**config.mk**
```make
export PLATFORM = sky130hd
export DESIGN_NAME = noc_ni_tx
export DESIGN_NICKNAME = d
export VERILOG_FILES = /design/src/rtl/noc_pkg.sv /design/src/rtl/noc_sync_fifo.sv /design/src/rtl/noc_ni_tx.sv
export SDC_FILE = /design/constraint.sdc
export NUM_CORES = 1
export LEC_CHECK = 0
export BUFFER_PORTS_ARGS = -buffer_cell sky130_fd_sc_hd__buf_2
export CAP_MARGIN = 40
export CORE_MARGIN = 1
export CORE_UTILIZATION = 40
export DETAILED_ROUTE_END_ITERATION = 16
export MAX_ROUTING_LAYER = met4
export PLACE_DENSITY = 0.7
export SLEW_MARGIN = 0
export SYNTH_ARGS = -nofsm -noshare
export SYNTH_HDL_FRONTEND = slang
export SYNTH_HIERARCHICAL = 1
export SYNTH_SLANG_ARGS = --single-unit
```
**constraint.sdc**
```tcl
create_clock -name clk -period 2.4 [get_ports clk]
set_clock_uncertainty 0.15 [all_clocks]
set_input_delay 0.12 -clock clk [delete_from_list [all_inputs] [get_ports clk]]
set_output_delay 0.12 -clock clk [all_outputs]
set_load 0.005 [all_outputs]
```
**src/rtl/noc_pkg.sv**
```systemverilog
// Shared NoC definitions: flit layout, flit type codes, NI transmit FSM encoding
// and the head/tail flit builders.
package noc_pkg;

    localparam int unsigned FLIT_W        = 34;
    localparam int unsigned DATA_W        = 32;
    localparam int unsigned TYPE_LSB      = 32;
    localparam int unsigned ID_W          = 2;
    localparam int unsigned HEAD_DEST_LSB = 0;
    localparam int unsigned HEAD_SRC_LSB  = 2;

    localparam logic [1:0] FT_HEAD = 2'b10;
    localparam logic [1:0] FT_TAIL = 2'b01;

    localparam logic [1:0] NI_IDLE = 2'd0;
    localparam logic [1:0] NI_HEAD = 2'd1;
    localparam logic [1:0] NI_TAIL = 2'd2;

    function automatic logic [FLIT_W-1:0] make_head(input logic [ID_W-1:0] src,
                                                    input logic [ID_W-1:0] dest);
        logic [FLIT_W-1:0] f;
        f = '0;
        f[TYPE_LSB +: 2]          = FT_HEAD;
        f[HEAD_SRC_LSB +: ID_W]   = src;
        f[HEAD_DEST_LSB +: ID_W]  = dest;
        return f;
    endfunction

    function automatic logic [FLIT_W-1:0] make_tail(input logic [DATA_W-1:0] data);
        return {FT_TAIL, data};
    endfunction

endpackage

```
**src/rtl/noc_sync_fifo.sv**
```systemverilog
// Synchronous FIFO with occupancy count; the read port can peek one entry past the head.
// Storage is not reset, only pointers and count.
module noc_sync_fifo #(
    parameter int unsigned WIDTH = 34,
    parameter int unsigned DEPTH = 4
) (
    input  logic                       clk,
    input  logic                       rst,
    input  logic                       wr_en,
    input  logic [WIDTH-1:0]           wr_data,
    input  logic                       rd_en,
    input  logic                       rd_next,
    output logic [WIDTH-1:0]           rd_data,
    output logic [$clog2(DEPTH):0]     count,
    output logic                       full,
    output logic                       empty
);

    localparam int unsigned AW    = $clog2(DEPTH);
    localparam int unsigned CNT_W = AW + 1;

    logic [WIDTH-1:0] mem_q [DEPTH];
    logic [AW-1:0]    wr_ptr_q, wr_ptr_d;
    logic [AW-1:0]    rd_ptr_q, rd_ptr_d;
    logic [CNT_W-1:0] count_q, count_d;
    logic [AW-1:0]    peek_ptr;
    logic             do_wr;
    logic             do_rd;

    assign full     = (count_q == CNT_W'(DEPTH));
    assign empty    = (count_q == '0);
    assign count    = count_q;
    assign do_wr    = wr_en && !full;
    assign do_rd    = rd_en && !empty;
    assign peek_ptr = rd_ptr_q + AW'(rd_next);
    assign rd_data  = mem_q[peek_ptr];

    // Pointers wrap naturally since DEPTH is a power of two.
    always_comb begin
        wr_ptr_d = wr_ptr_q;
        rd_ptr_d = rd_ptr_q;
        count_d  = count_q;
        if (do_wr) wr_ptr_d = wr_ptr_q + AW'(1);
        if (do_rd) rd_ptr_d = rd_ptr_q + AW'(1);
        if (do_wr && !do_rd) count_d = count_q + CNT_W'(1);
        else if (!do_wr && do_rd) count_d = count_q - CNT_W'(1);
    end

    always_ff @(posedge clk or posedge rst) begin
        if (rst) begin
            wr_ptr_q <= '0;
            rd_ptr_q <= '0;
            count_q  <= '0;
        end else begin
            wr_ptr_q <= wr_ptr_d;
            rd_ptr_q <= rd_ptr_d;
            count_q  <= count_d;
        end
    end

    always_ff @(posedge clk) begin
        if (do_wr) mem_q[wr_ptr_q] <= wr_data;
    end

endmodule

```
**src/rtl/noc_ni_tx.sv**
```systemverilog
// Processor-to-NoC transmit NI: buffers send requests and emits each as a
// registered HEAD/TAIL flit pair toward the local router port.
module noc_ni_tx
    import noc_pkg::*;
#(
    parameter int unsigned DEPTH   = 4,
    parameter int unsigned NODE_ID = 0,
    parameter int unsigned DEST_W  = 2
) (
    input  logic                    clk,
    input  logic                    rst,
    input  logic                    proc_valid,
    input  logic [DEST_W-1:0]       proc_dest,
    input  logic [31:0]             proc_data,
    output logic                    proc_ready,
    output logic [33:0]             flit_out,
    output logic                    flit_valid,
    input  logic                    flit_ready,
    output logic [$clog2(DEPTH):0]  pending,
    output logic                    busy
);

    localparam int unsigned CNT_W   = $clog2(DEPTH) + 1;
    localparam int unsigned ENTRY_W = DEST_W + DATA_W;

    logic [1:0]        state_q, state_d;
    logic [FLIT_W-1:0] flit_q, flit_d;
    logic              flit_valid_q, flit_valid_d;

    logic               push;
    logic               pop;
    logic               rd_next;
    logic [ENTRY_W-1:0] fifo_rd_data;
    logic [CNT_W-1:0]   fifo_count;
    logic               fifo_full;
    logic               fifo_empty;
    logic [DEST_W-1:0]  rd_dest;
    logic [DATA_W-1:0]  rd_data;
    logic [FLIT_W-1:0]  head_flit;
    logic [FLIT_W-1:0]  tail_flit;

    assign proc_ready = !fifo_full;
    assign push       = proc_valid && !fifo_full;
    // In TAIL the next HEAD comes from the entry behind the one being retired.
    assign rd_next    = (state_q == NI_TAIL);
    assign rd_dest    = fifo_rd_data[DATA_W +: DEST_W];
    assign rd_data    = fifo_rd_data[DATA_W-1:0];
    assign head_flit  = make_head(ID_W'(NODE_ID), ID_W'(rd_dest));
    assign tail_flit  = make_tail(rd_data);

    noc_sync_fifo #(
        .WIDTH (ENTRY_W),
        .DEPTH (DEPTH)
    ) u_fifo (
        .clk     (clk),
        .rst     (rst),
        .wr_en   (push),
        .wr_data ({proc_dest, proc_data}),
        .rd_en   (pop),
        .rd_next (rd_next),
        .rd_data (fifo_rd_data),
        .count   (fifo_count),
        .full    (fifo_full),
        .empty   (fifo_empty)
    );

    always_comb begin
        state_d      = state_q;
        flit_d       = flit_q;
        flit_valid_d = flit_valid_q;
        pop          = 1'b0;
        case (state_q)
            NI_IDLE: begin
                if (!fifo_empty) begin
                    flit_d       = head_flit;
                    flit_valid_d = 1'b1;
                    state_d      = NI_HEAD;
                end else begin
                    flit_valid_d = 1'b0;
                end
            end
            NI_HEAD: begin
                if (flit_ready) begin
                    flit_d  = tail_flit;
                    state_d = NI_TAIL;
                end
            end
            NI_TAIL: begin
                if (flit_ready) begin
                    pop = 1'b1;
                    // Decision uses the pre-pop count; a concurrent push is not visible here.
                    if (fifo_count > CNT_W'(1)) begin
                        flit_d  = head_flit;
                        state_d = NI_HEAD;
                    end else begin
                        flit_valid_d = 1'b0;
                        state_d      = NI_IDLE;
                    end
                end
            end
            default: begin
                flit_valid_d = 1'b0;
                state_d      = NI_IDLE;
            end
        endcase
    end

    always_ff @(posedge clk or posedge rst) begin
        if (rst) begin
            state_q      <= NI_IDLE;
            flit_q       <= '0;
            flit_valid_q <= 1'b0;
        end else begin
            state_q      <= state_d;
            flit_q       <= flit_d;
            flit_valid_q <= flit_valid_d;
        end
    end

    assign flit_out   = flit_q;
    assign flit_valid = flit_valid_q;
    assign pending    = fifo_count;
    assign busy       = (state_q != NI_IDLE) || (fifo_count != '0);

endmodule
```
=== Word level (Yosys, flattened, before mapping) ===
Memories as Yosys holds them, arrays and structs flattened.
Cells that the tools add are included.

* Add/sub/neg operators: 5
* $lt $le $gt $ge: 1
* Equality and inequality tests: 8
* Multiplexer cells: 20
* Bitwise gates (word level): 1
* Reduce and logical (&&, ||, !) cells: 19

{| class="wikitable"
|+ Operators with widths
! kind !! count
|-
| 34-bit two-way mux || 4
|-
| 34-bit case mux with 3 select lines || 1
|-
| 2-bit != test, second input constant || 5
|-
| 1-bit two-way mux || 8
|-
| 2-bit two-way mux || 3
|-
| 3-bit two-way mux || 2
|-
| 2-bit case mux with 3 select lines || 1
|-
| 3-bit AND reduction || 2
|-
| 3-bit nonzero test || 2
|-
| 1-bit logical AND || 5
|-
| 5-bit AND reduction || 1
|-
| 2-bit by 1-bit adder with 2-bit output, second input constant || 2
|-
| 1-bit logical NOT || 4
|-
| 2-bit nonzero test || 2
|-
| 3-bit by 1-bit adder with 3-bit output, second input constant || 1
|-
| 3-bit == test, second input constant || 1
|-
| 3-bit by 1-bit greater-than comparator with 1-bit output, second input constant || 1
|-
| 3-bit logical NOT || 1
|-
| 1-bit case mux with 3 select lines || 1
|-
| 3-bit by 1-bit subtractor with 3-bit output, second input constant || 1
|-
| 2-bit by 1-bit adder with 2-bit output || 1
|-
| 2-bit by 1-bit == test with 1-bit output, second input constant || 1
|-
| 2-bit == test, second input constant || 1
|-
| 2-bit logical NOT || 1
|-
| 2 further kinds || 2
|}

* Register bits after elaboration: 44
* Memory bits (writable): 136
* Word-level logic and storage cells: 61
* Memories: 1

{| class="wikitable"
|+ Memory list
! name !! words !! bits a word !! rd ports !! clocked after Yosys merged registers in !! wr ports !! line !! source
|-
| u_fifo.mem_q || 4 || 34 || 1 || 0 || 1 || noc_sync_fifo.sv:22 || <nowiki>logic [WIDTH-1:0] mem_q [DEPTH];</nowiki>
|}

=== Depth between registers and ports, before layout ===
* Word-level depth: 8
* Mapped depth: 11
* Gate-level depth less buffers: 10

=== Hierarchy ===
The synthesis kept the hierarchy.

{| class="wikitable"
|+ By module, submodules not included
! module !! times used !! cells each !! area each (um^2) !! sequential area each (um^2)
|-
| noc_sync_fifo || 1 || 215 || 5,398.9 || 4,259.1
|-
| noc_ni_tx || 1 || 105 || 1,445.1 || 925.9
|}

=== Worst setup path before layout ===
OpenSTA, ideal clock, no wires.

* Kind: register -> register
* From: register state_q[1]
* To: register flit_q[0], in the netlist flit_out[0]
* Arrival time: 2.211 ns
* Required time: 2.124 ns
* Slack: -0.087 ns
* Stages on the path, launching flop included: 8
* Buffers on the path: 2
* Path through: dfrtp_1 > nor2b_4 > ha_1 > buf_2 > buf_2 > mux4_1 > and3b_1 > a221o_1

* Word-level cells in the longest chain between the ends: 6
* Elaborated cells on any way between the ends: 16

{| class="wikitable"
|+ Ends and longest elaborated chain
! item !! line !! source
|-
| start, declared || noc_ni_tx.sv:26 || <nowiki>logic [1:0] state_q, state_d;</nowiki>
|-
| start signal, assigned || noc_ni_tx.sv:114 || <nowiki>state_q <= state_d;</nowiki>
|-
| 2-bit == test * || noc_ni_tx.sv:45 || <nowiki>assign rd_next = (state_q == NI_TAIL);</nowiki>
|-
| net rd_next || noc_ni_tx.sv:32 || <nowiki>logic rd_next;</nowiki>
|-
| 2-bit by 1-bit adder with 2-bit output * || noc_sync_fifo.sv:35 || <nowiki>assign peek_ptr = rd_ptr_q + AW'(rd_next);</nowiki>
|-
| memory read 4 x 34 bit * || -- ||
|-
| net fifo_rd_data[32] || noc_ni_tx.sv:33 || <nowiki>logic [ENTRY_W-1:0] fifo_rd_data;</nowiki>
|-
| 34-bit two-way mux || noc_ni_tx.sv:92 || <nowiki>if (fifo_count > CNT_W'(1)) begin</nowiki>
|-
| 34-bit two-way mux || noc_ni_tx.sv:89 || <nowiki>if (flit_ready) begin</nowiki>
|-
| 34-bit case mux with 3 select lines * || noc_ni_tx.sv:72 || <nowiki>case (state_q)</nowiki>
|-
| end signal, assigned || noc_ni_tx.sv:115 || <nowiki>flit_q <= flit_d;</nowiki>
|-
| end, declared || noc_ni_tx.sv:27 || <nowiki>logic [FLIT_W-1:0] flit_q, flit_d;</nowiki>
|}

The timed path passes the listed nets; every way through them passes the cells marked *. The select of a mux whose other input is x is not followed.
A chain may end at the register's enable or synchronous reset.

=== Worst setup path in the final report ===
* From: register state_q[1]
* To: register flit_q[1], in the netlist flit_out[1]

* Elaborated cells on any way between the ends: 16

{| class="wikitable"
|+ RTL lines
! item !! line !! source
|-
| 2-bit == test || noc_ni_tx.sv:45 ||
|-
| net rd_next || noc_ni_tx.sv:32 ||
|-
| 2-bit by 1-bit adder with 2-bit output || noc_sync_fifo.sv:35 ||
|-
| memory read 4 x 34 bit || -- ||
|-
| net fifo_rd_data[1] || noc_ni_tx.sv:33 ||
|-
| 34-bit two-way mux || noc_ni_tx.sv:83 || <nowiki>if (flit_ready) begin</nowiki>
|-
| 34-bit case mux with 3 select lines || noc_ni_tx.sv:72 ||
|}

The timed path passes the listed nets, and every way through them passes these cells. The select of a mux whose other input is x is not followed.

==> qor.yml <==
placed_cells: 624
required_ns: 2.57
syn_area_um2: 6840
ant_nets: 0
die_h_um: 133
tns_ns: 0
wl_per_cell_um: 18.7
clock_sinks: 180
fmax_mhz: 440
synth_edf_count: 136
core_um2: 16600
io_buffer_count: 77
ys_async_sr_fraction: 0.244
final_cells: 692
powerDensity_nw_per_um2: 1250
initial_utilization: 0.411
grt_pass1_wl_mm: 20.7
slowest_delay_ns: 0.57
n_antenna_cell: 0
post-cts-setup-buffer-count: 0
wirelength_mm: 13.0
synthCells: 320
hold_viol_final: 0
grt_max_degree: 26
avgSynthCellArea_um2: 21.4
synth_cell_type_count: 38
p_leak_nw: 3.31
antenna_found_initial: 0
grt_use_total: 0.168
startpoint_type: "flip-flop"
grt_pass1_vias: 3705
worstMarginPinSlew_ns: 0.445
syn2layout_area_growth_pct: 25.6
clk-insertion-delay-late_ns: 0.43
ys.flop_type: "edfxtp_1"
period_share: 0.947
cts_buffers: 17
netlist.area_leader.share: 0.597
root_buffer: "clkbuf_16"
synth_nets: 365
drive_gt1_frac: 0.343
crit_chain: "nor2b_4, ha_2, buf_12, mux4_1, a221o_1"
yosysWarnings: 6
seq_area_frac_synth: 0.758
dpl.hpwl_mm: 8.41
hp-class: "input port to asynchronous set/reset pin"
crit_path_max_fanout: 16
drt-vias-per-instance: 5.03
cp_data_arrival_time_ns: 2.44
drv_slew: 0
drt_first_iter_violations: 159
rows: 47
vias: 3481
maxSlewHeadroom: 0.704
synth_area_leader_cell: "edfxtp_1"
io-pin-count: 78
setup-violations-final: 0
clockBufferDepth: 2
clk_pin_slew_ns: 0.06
synthTopCellsByArea: "edfxtp_1 (60%), dfrtp_1 (16%), mux4_2 (6.9%), mux4_1 (5.0%), a22o_1 (3.8%)"
dieArea_um2: 17600
routabilityCongestion: 0.695
cts_tree: "built"
die_w_um: 133
setup.worst_path.end_class: "flip-flop"
critPathSlowestCell: "mux4_1"
layout_min_cycle_time_ns: 2.27
nets: 504
rsz0062_at_grt: "false"
grt-ovfl-total: 0
fin_util: 0.516
remaining_drc_errors: 0
maxCapViolCount: 0
firstDrtPassIters: 4
status: "finished clean"
crit_type: "flip-flop to flip-flop"
synth-seq-cells: 180
cts.htree.levels: 4
ir_drop_v: 0.000634
## per-layer routing
layer,GRT usage,vias up,wire [um]
li1,-,1577,-
met1,0.196,1795,5590
met2,0.273,87,6530
met3,0.0487,22,638
met4,0.0651,0,213
met5,-,-,0
## registers in the layout (all words and copies together) (netlist names)
signal	flops
u_fifo/count	3
u_fifo/wr_ptr_q	2
flit_out	34
u_fifo/mem_q	136
state_q	2
flit_valid	1
u_fifo/rd_ptr_q	2
## what timing repair did
action                    4_1_cts  5_1_grt
hold endpoints to repair      183        0
hold buffers                   36        0
gates resized for setup         0        0
## layout by cell type, fill, tap and decap left out, drive strengths merged, types with 3 or more instances in the layout
cell | Yosys | layout
ha | 6 | 6
dfrtp | 44 | 44
a22o | 30 | 30
dlygate4sd3 | 0 | 36
xor2 | 3 | 3
xnor2 | 4 | 4
nand2 | 3 | 3
clkinv | 0 | 10
mux4 | 34 | 34
nor2b | 3 | 3
and2 | 5 | 5
clkbuf | 1 | 18
buf | 16 | 101
edfxtp | 136 | 136
nor2 | 4 | 4
inv | 8 | 9
## metrics by stage
step                      total power, mW  instance area (um2)  setup slack [ns]  hold WS, ns
after floorplan                      7.03                 6850            0.0114       -0.227
after global placement               8.19                 7670             0.147      -0.0587
after detailed placement             8.33                 7690             0.124      -0.0411
after CTS                            10.9                 8590             0.120       0.0605
after global routing                 11.3                 8590            0.0233       0.0765
final                                10.8                 8590             0.127       0.0581
## cell families (layout without fill, tap and decap cells)
| logic type | after synthesis | after routing | share of synthesized area |
|---|---|---|---|
| simple gates | 23 | 23 | 0.0216 |
| xor+xnor | 7 | 7 | 0.0101 |
| mux | 37 | 37 | 0.124 |
| fa+ha+maj | 7 | 7 | 0.0139 |
| flops | 180 | 180 | 0.758 |
| compound gates | 41 | 41 | 0.0501 |
| buf+inv | 25 | 177 | 0.0230 |
## synthesized netlist by cell type, drive strengths merged, types with 3 or more instances
library cell / count
and2: 5
inv: 8
mux4: 34
nand2: 3
a22o: 30
ha: 6
xor2: 3
nor2b: 3
nor2: 4
edfxtp: 136
dfrtp: 44
xnor2: 4
buf: 16
## power breakdown
part           internal, mW  switching (mW)
Sequential             4.17           0.300
Clock                  1.41            1.12
Combinational          1.98            1.78
Total                  7.56            3.20
## worst max-delay path: cells and delay by family (launching register included)
kind	cells	cell delay, ns
DFF	1	0.38
adders and majority gates	1	0.40
muxes	1	0.57
and+or+nand+nor	1	0.14
AOI/OAI and AO/OA	1	0.33
buffers and inverters	1	0.20
## worst paths after layout
| kind | from | to | slack (ns) | depth (start not counted) |
|---|---|---|---|---|
| worst max-delay path | state_q[1] | flit_out[1] | 0.13 | 5 |
| worst min-delay path | rst | flit_out[30] | 0.06 | 3 |
| worst max register to register | state_q[1] | flit_out[1] | 0.13 | 5 |
| worst min register to register | flit_out[32] | flit_out[32] | 0.33 | 1 |
| max in group asynchronous | rst | flit_out[10] | 1.58 | 4 |
| min in group clk | proc_valid | u_fifo/wr_ptr_q[0] | 0.21 | 5 |
## final cells by class
type | count | area (um2)
fillers | 1361 | 8050
flip-flops and latches | 180 | 5180
multi-input cells | 115 | 1520
repair buffers | 137 | 1040
clock buffers | 18 | 429
well taps | 220 | 275
clock inverters | 14 | 114
inverters | 8 | 30.0
Note: power is estimated with default switching activity, not from simulation.
